### src/rtl/fm_cmn_bfifo_pkg.sv
// fm_cmn_bfifo shared constants.
// Output-buffer sizing used by the FIFO and its interface.
package fm_cmn_bfifo_pkg;

  localparam int C_OBUF = 2;

  function automatic int f_cap(input int range);
    return (1 << range) + C_OBUF;
  endfunction

endpackage

### src/rtl/fm_cmn_bfifo_if.sv
// fm_cmn_bfifo handshake bundle.
// Names are from the FIFO's point of view; master drives i_*.
interface fm_cmn_bfifo_if #(
  parameter int P_WIDTH = 32,
  parameter int P_RANGE = 4
);

  logic               i_clear;
  logic               i_wstrobe;
  logic [P_WIDTH-1:0] i_wdata;
  logic               o_wack;
  logic               o_rstrobe;
  logic [P_WIDTH-1:0] o_rdata;
  logic               i_rack;
  logic [P_RANGE+1:0] o_level;
  logic               o_empty;

  modport master (
    output i_clear,
    output i_wstrobe,
    output i_wdata,
    output i_rack,
    input  o_wack,
    input  o_rstrobe,
    input  o_rdata,
    input  o_level,
    input  o_empty
  );

  modport slave (
    input  i_clear,
    input  i_wstrobe,
    input  i_wdata,
    input  i_rack,
    output o_wack,
    output o_rstrobe,
    output o_rdata,
    output o_level,
    output o_empty
  );

endinterface

### src/rtl/fm_cmn_bram_01.sv
// Dual-port block RAM: write port plus registered,
// always-enabled read port (dpo).
module fm_cmn_bram_01 #(
  parameter int P_WIDTH = 32,
  parameter int P_RANGE = 4
) (
  input  logic               clk,
  input  logic               i_we,
  input  logic [P_RANGE-1:0] i_a,
  input  logic [P_WIDTH-1:0] i_di,
  input  logic [P_RANGE-1:0] i_dpra,
  output logic [P_WIDTH-1:0] o_dpo
);

  localparam int P_DEPTH = 1 << P_RANGE;

  logic [P_WIDTH-1:0] r_mem [P_DEPTH];

  always_ff @(posedge clk) begin
    if (i_we) r_mem[i_a] <= i_di;
    o_dpo <= r_mem[i_dpra];
  end

endmodule

### src/rtl/fm_cmn_bfifo.sv
// First-word-fall-through FIFO on block RAM with a
// 2-entry skid turning the free-running dpo into valid/ack.
module fm_cmn_bfifo
  import fm_cmn_bfifo_pkg::*;
#(
  parameter int P_WIDTH = 32,
  parameter int P_RANGE = 4
) (
  input  logic          clk_core,
  input  logic          rst_core,
  fm_cmn_bfifo_if.slave s_if
);

  localparam int P_LW = P_RANGE + 2;
  localparam logic [P_RANGE:0] C_FULL =
    {1'b1, {P_RANGE{1'b0}}};

  logic [P_RANGE-1:0] r_wp;
  logic [P_RANGE-1:0] r_rp;
  logic [P_RANGE:0]   r_cram;
  logic               r_v1;
  logic [1:0]         r_nout;
  logic [P_WIDTH-1:0] r_head;
  logic [P_WIDTH-1:0] r_spare;

  logic [P_WIDTH-1:0] w_dpo;
  logic               w_wack;
  logic               w_accw;
  logic               w_pop;
  logic               w_iss;
  logic [2:0]         w_pend;
  logic               w_ld_head;
  logic               w_ld_spare;
  logic               w_shift;

  assign w_wack = (r_cram != C_FULL) & ~s_if.i_clear;
  assign w_accw = s_if.i_wstrobe & w_wack;
  assign w_pop  = (r_nout != 2'd0) & s_if.i_rack;

  // Skid occupancy after this edge if nothing new issues.
  assign w_pend = {1'b0, r_nout} + {2'b0, r_v1}
                - {2'b0, w_pop};
  assign w_iss  = (r_cram != '0) & (w_pend < 3'(C_OBUF));

  assign w_ld_head  = r_v1 & ((r_nout == 2'd0) |
                     (w_pop & (r_nout == 2'd1)));
  assign w_ld_spare = r_v1 & ~w_ld_head;
  assign w_shift    = w_pop & (r_nout == 2'd2);

  fm_cmn_bram_01 #(
    .P_WIDTH (P_WIDTH),
    .P_RANGE (P_RANGE)
  ) u_ram (
    .clk    (clk_core),
    .i_we   (w_accw),
    .i_a    (r_wp),
    .i_di   (s_if.i_wdata),
    .i_dpra (r_rp),
    .o_dpo  (w_dpo)
  );

  always_ff @(posedge clk_core or posedge rst_core) begin
    if (rst_core) begin
      r_wp   <= '0;
      r_rp   <= '0;
      r_cram <= '0;
      r_v1   <= 1'b0;
    end else if (s_if.i_clear) begin
      r_wp   <= '0;
      r_rp   <= '0;
      r_cram <= '0;
      r_v1   <= 1'b0;
    end else begin
      if (w_accw) r_wp <= r_wp + 1'b1;
      if (w_iss)  r_rp <= r_rp + 1'b1;
      r_v1 <= w_iss;
      unique case ({w_accw, w_iss})
        2'b10:   r_cram <= r_cram + 1'b1;
        2'b01:   r_cram <= r_cram - 1'b1;
        default: r_cram <= r_cram;
      endcase
    end
  end

  // Clear drops occupancy but leaves the head data visible.
  always_ff @(posedge clk_core or posedge rst_core) begin
    if (rst_core) begin
      r_nout  <= 2'd0;
      r_head  <= '0;
      r_spare <= '0;
    end else if (s_if.i_clear) begin
      r_nout  <= 2'd0;
    end else begin
      r_nout <= w_pend[1:0];
      unique case (1'b1)
        w_ld_head:  r_head  <= w_dpo;
        w_ld_spare: r_spare <= w_dpo;
        w_shift:    r_head  <= r_spare;
        default:    ;
      endcase
    end
  end

  assign s_if.o_wack    = w_wack;
  assign s_if.o_rstrobe = (r_nout != 2'd0);
  assign s_if.o_rdata   = r_head;
  assign s_if.o_level   = P_LW'(r_cram) + P_LW'(r_v1)
                        + P_LW'(r_nout);
  assign s_if.o_empty   = (s_if.o_level == '0);

endmodule

### src/flat_wrapper.sv
// flat-port wrapper written by rule: the top's interface ports become plain ports
module fm_cmn_bfifo_flat import fm_cmn_bfifo_pkg::*;
#(
  parameter int P_WIDTH = 32,
  parameter int P_RANGE = 4
)
  (clk_core, rst_core, s_if_i_clear, s_if_i_wstrobe, s_if_i_wdata, s_if_i_rack, s_if_o_wack, s_if_o_rstrobe, s_if_o_rdata, s_if_o_level, s_if_o_empty);
  fm_cmn_bfifo_if #(.P_WIDTH(P_WIDTH), .P_RANGE(P_RANGE)) s_if_i ();
  input  logic clk_core;
  input  logic rst_core;
  input wire logic [$bits(s_if_i.i_clear)-1:0] s_if_i_clear;
  input wire logic [$bits(s_if_i.i_wstrobe)-1:0] s_if_i_wstrobe;
  input wire logic [$bits(s_if_i.i_wdata)-1:0] s_if_i_wdata;
  input wire logic [$bits(s_if_i.i_rack)-1:0] s_if_i_rack;
  output wire logic [$bits(s_if_i.o_wack)-1:0] s_if_o_wack;
  output wire logic [$bits(s_if_i.o_rstrobe)-1:0] s_if_o_rstrobe;
  output wire logic [$bits(s_if_i.o_rdata)-1:0] s_if_o_rdata;
  output wire logic [$bits(s_if_i.o_level)-1:0] s_if_o_level;
  output wire logic [$bits(s_if_i.o_empty)-1:0] s_if_o_empty;
  assign s_if_i.i_clear = s_if_i_clear;
  assign s_if_i.i_wstrobe = s_if_i_wstrobe;
  assign s_if_i.i_wdata = s_if_i_wdata;
  assign s_if_i.i_rack = s_if_i_rack;
  assign s_if_o_wack = s_if_i.o_wack;
  assign s_if_o_rstrobe = s_if_i.o_rstrobe;
  assign s_if_o_rdata = s_if_i.o_rdata;
  assign s_if_o_level = s_if_i.o_level;
  assign s_if_o_empty = s_if_i.o_empty;
  fm_cmn_bfifo #(.P_WIDTH(P_WIDTH), .P_RANGE(P_RANGE)) u_core (.clk_core(clk_core), .rst_core(rst_core), .s_if(s_if_i));
endmodule
### config.mk
export PLATFORM = sky130hd
export DESIGN_NAME = fm_cmn_bfifo_flat
export DESIGN_NICKNAME = d
export VERILOG_FILES = /design/src/rtl/fm_cmn_bfifo_pkg.sv /design/src/rtl/fm_cmn_bfifo_if.sv /design/src/rtl/fm_cmn_bram_01.sv /design/src/rtl/fm_cmn_bfifo.sv /design/src/flat_wrapper.sv
export SDC_FILE = /design/constraint.sdc
export NUM_CORES = 1
export LEC_CHECK = 0
export CORE_MARGIN = 10
export CORE_UTILIZATION = 55
export DETAILED_ROUTE_END_ITERATION = 6
export PLACE_DENSITY = 0.73
export SLEW_MARGIN = 20
export SYNTH_ARGS = -nofsm -noshare
export SYNTH_HDL_FRONTEND = slang
export SYNTH_SLANG_ARGS = --single-unit
### constraint.sdc
create_clock -name clk_core -period 7.8 [get_ports clk_core]
set_input_delay 0.78 -clock clk_core [delete_from_list [all_inputs] [get_ports clk_core]]
set_output_delay 0.78 -clock clk_core [all_outputs]
set_load 0.05 [all_outputs]
==> impl_metrics.json <==
{
  "via_count_of_the_first_global_routing_pass": 12050,
  "initial_core_util_pct": 55.64,
  "r2r-start": "u_core.r_nout[1]$_DFF_PP0_",
  "die_h_um": 228.8,
  "routed_wirelength_um": 49500,
  "antenna_found_initial": 7,
  "finalHoldViolCount": 0,
  "critical_path_buf_inv_count": 2,
  "synth_area_leader_cell": "sky130_fd_sc_hd__edfxtp_1",
  "end_kind": "primary output",
  "grt.total_usage_pct": 18.80,
  "arrival_ns": 3.38,
  "syn_avg_cell_area_um2": 19.74,
  "ys_ff_latch": 624,
  "max_slew_margin_pct": 26.43,
  "rows": 76,
  "clkSinkCount": 624,
  "grt_pass1_wl_um": 74930,
  "num_vias": 11909,
  "clock-root-buffer": "sky130_fd_sc_hd__clkbuf_16",
  "worst-path-max-fanout": 8,
  "htree_levels": 2,
  "synth_nets": 1262,
  "hold_class": "input pin to asynchronous set/reset pin",
  "post_synthesis_cells": 1214,
  "synth-seq-area-share_pct": 75.17,
  "yosys-top-cells-area": "sky130_fd_sc_hd__edfxtp_1 64%, sky130_fd_sc_hd__mux4_2 9.0%, sky130_fd_sc_hd__dfrtp_1 8.4%",
  "start_kind": "flip-flop",
  "synth_ff_type": "sky130_fd_sc_hd__edfxtp_1",
  "synth.lib_cells_used.distinct": 46,
  "crit_path_cell_trace": "inv_1 > fa_1 > fa_1 > nor2_1 > xor2_1 > nor4b_1 > clkdlybuf4s50_1",
  "crit_path_max_incr_delay_ns": 0.86,
  "floorplan.core_area_mm2": 0.04308,
  "post_cts.repair.setup_buffers": 0,
  "critPathRequiredTime_ns": 7.02,
  "num_io_pins": 78,
  "vdd_ir_drop_max_mv": 0.1985,
  "route.detailed.wl_per_inst_um": 25.34,
  "worst_setup_hold_path_clk_slew_ns": 0.06,
  "slew_violations": 0,
  "floorplan.die_area_mm2": 0.05233,
  "post_route_drc": 0,
  "final_min_period_over_clock_period_pct": 53.35,
  "drt_iter0_drc": 1256,
  "rr_worst_depth": 15,
  "cpMostUsedCell": "sky130_fd_sc_hd__fa_1",
  "critical_path_class": "flip-flop to primary output",
  "cellLeakagePower_nw": 9.130,
  "i_o_buffers": 77,
  "synth_top_area_share_pct": 64.14,
  "worst_skew_pair.late_latency_ns": 0.59,
  "route.antenna.remaining_nets": 0,
  "design_power_total_mw": 9.030,
  "total_number_of_nets_in_the_final_design": 1362,
  "holdBufCountCts": 0,
  "timing.critical_path.max_delay_family": "buffers and inverters",
  "setup_repair_after_global_routing_missed_its_margin": "false",
  "critPathSlowestCell": "sky130_fd_sc_hd__clkdlybuf4s50_1",
  "finClkSkew_ns": 0.01739,
  "maximum_buffer_depth_of_the_clock_tree": 3,
  "async_flop_share_pct": 12.82,
  "status": "complete, no violations",
  "post_route_cells_drive_above_1_share_pct": 24.30,
  "grt_start_max_net_pins": 111,
  "cts_tree": "done",
  "synth_warnings": 0,
  "syn-cell-area_mm2": 0.02397,
  "edff_count_synth": 512,
  "numCtsBuffers": 61,
  "worst_pin_slew_ns": 1.104,
  "worst_reg_to_reg_setup_slack_ns": 4.20,
  "synthToLayoutAreaGrowth_pct": 14.65,
  "layout_min_cycle_time_ns": 4.161,
  "tns_ns": 0,
  "number_of_max_cap_violations": 0,
  "highest_clock_frequency_the_design_can_meet_mhz": 240.3,
  "critical_path.reg2reg.endpoint": "u_core.r_cram[2]$_DFFE_PP0P_",
  "post_cts_resize_count": 0,
  "drt_pass1_iterations": 5,
  "power-per-cell-area_mw_per_mm2": 328.6,
  "setup_viol_count_final": 0,
  "globalRoute.totalOverflow": 0,
  "dpl.hpwl_um": 25680,
  "via_per_inst": 6.098,
  "die_w_um": 228.8,
  "routabilityCongestion": 0.7294
}
[report_power, final]
group	total (mW)	internal [mW]	switching, mW
Clock	2.80	1.65	1.14
Combinational	2.07	0.952	1.12
Sequential	4.16	3.92	0.243
[per-stage QoR]
step	hold slack, ns	std cells	instance area, um2	util [%]	setup WS [ns]
floorplan	0.4354	1214	23970	-	3.493
global route	0.4702	1952	27480	63.79	3.469
global placement	0.4460	1833	25440	59.06	3.582
detailed placement	0.4553	1834	25460	59.11	3.524
CTS	0.4361	1949	27420	63.65	3.617
finish	0.4553	1953	27480	63.79	3.639
[placed cells by master, fill, tap and decap left out, drive strengths merged, types with 9 or more instances in the layout]
cell type	count
edfxtp	512
clkbuf	100
mux4	96
mux2	96
dfrtp	80
clkdlybuf4s50	77
mux2i	68
a21oi	37
o21ai	35
a221oi	33
a22oi	32
dfxtp	32
buf	27
nor2	22
inv	16
and2	15
clkinv	14
nand2	9
[cell families (layout without fill, tap and decap cells)]
| kind of cell | Yosys count | after routing | share of synthesized area, % |
|---|---|---|---|
| flops | 624 | 624 | 75.17 |
| mux | 260 | 260 | 16.37 |
| compound gates | 148 | 148 | 4.181 |
| buf+inv | 84 | 236 | 1.451 |
| simple gates | 73 | 73 | 1.650 |
| xor+xnor | 14 | 14 | 0.5116 |
| fa+ha+maj | 11 | 11 | 0.6682 |
| other cells | 0 | 2 | 0 |
[worst max-delay path by stage]
stage / startpoint / to / slack, ns / depth (start not counted)
global route: u_core.r_cram[0]$_DFFE_PP0P_ / s_if_o_empty / 3.47 / 7
floorplan: u_core.r_cram[0]$_DFFE_PP0P_ / s_if_o_empty / 3.49 / 6
global placement: s_if_i_rack / u_core.r_cram[2]$_DFFE_PP0P_ / 3.58 / 14
finish: u_core.r_cram[0]$_DFFE_PP0P_ / s_if_o_empty / 3.64 / 7
CTS: u_core.r_cram[0]$_DFFE_PP0P_ / s_if_o_empty / 3.62 / 7
detailed placement: s_if_i_rack / u_core.r_cram[2]$_DFFE_PP0P_ / 3.52 / 14
[state kept, by name (all words and copies together), names as in the netlist, 2 cells and up]
signal               count
u_core.r_spare          32
u_core.r_cram            5
u_core.u_ram.r_mem     512
u_core.r_nout            2
u_core.r_rp              4
u_core.r_wp              4
u_core.u_ram.o_dpo      32
u_core.s_if.o_rdata     32
[synthesized netlist by cell type (all sizes together) (3+ instances only)]
cell and count:
edfxtp 512, mux2 96, mux4 96, dfrtp 80, mux2i 68, clkbuf 44, a21oi 37, o21ai 35
a221oi 33, a22oi 32, dfxtp 32, buf 23, nor2 22, inv 17, and2 15, nand2 9
ha 8, xnor2 8, xor2 6, and4 5, nand3 5, nor3 4, fa 3, nor4b 3
or3 3
[routing by layer]
layer  vias to the layer above  share of wire (%)  global-route usage, %  wire length [um]
met5                         -               0.11                      0                53
met4                         8                2.3                  5.936              1136
met3                        92                9.0                  4.877              4460
met2                       480                 47                  29.58             23500
met1                      6203                 41                  25.37             20340
li1                       5126                  -                      -                 -
[worst reg2reg max path, cell delays in order, from the launching register on]
cell and delay (ns):
sky130_fd_sc_hd__dfrtp_1 0.46, sky130_fd_sc_hd__inv_2 0.12, sky130_fd_sc_hd__nand2_1 0.08, sky130_fd_sc_hd__nand2_1 0.12
sky130_fd_sc_hd__xnor2_1 0.12, sky130_fd_sc_hd__ha_1 0.16, sky130_fd_sc_hd__inv_1 0.05, sky130_fd_sc_hd__fa_1 0.40
sky130_fd_sc_hd__xnor2_1 0.42, sky130_fd_sc_hd__o311ai_4 0.28, sky130_fd_sc_hd__nor2_1 0.18, sky130_fd_sc_hd__xnor2_1 0.08
sky130_fd_sc_hd__ha_1 0.21, sky130_fd_sc_hd__or4_1 0.54, sky130_fd_sc_hd__a21o_1 0.19, sky130_fd_sc_hd__a21oi_1 0.13
[cell type report]
cell class | instances | area (um2)
fill | 2820 | 15600
tap | 585 | 732.0
clock buffer | 100 | 1828
antenna | 2 | 5.005
clock inverter | 15 | 128.9
sequential | 624 | 18030
inverter | 17 | 65.06
multi-input combinational | 506 | 5657
timing repair buffer | 104 | 1039
(Power assumes the default switching activity.)
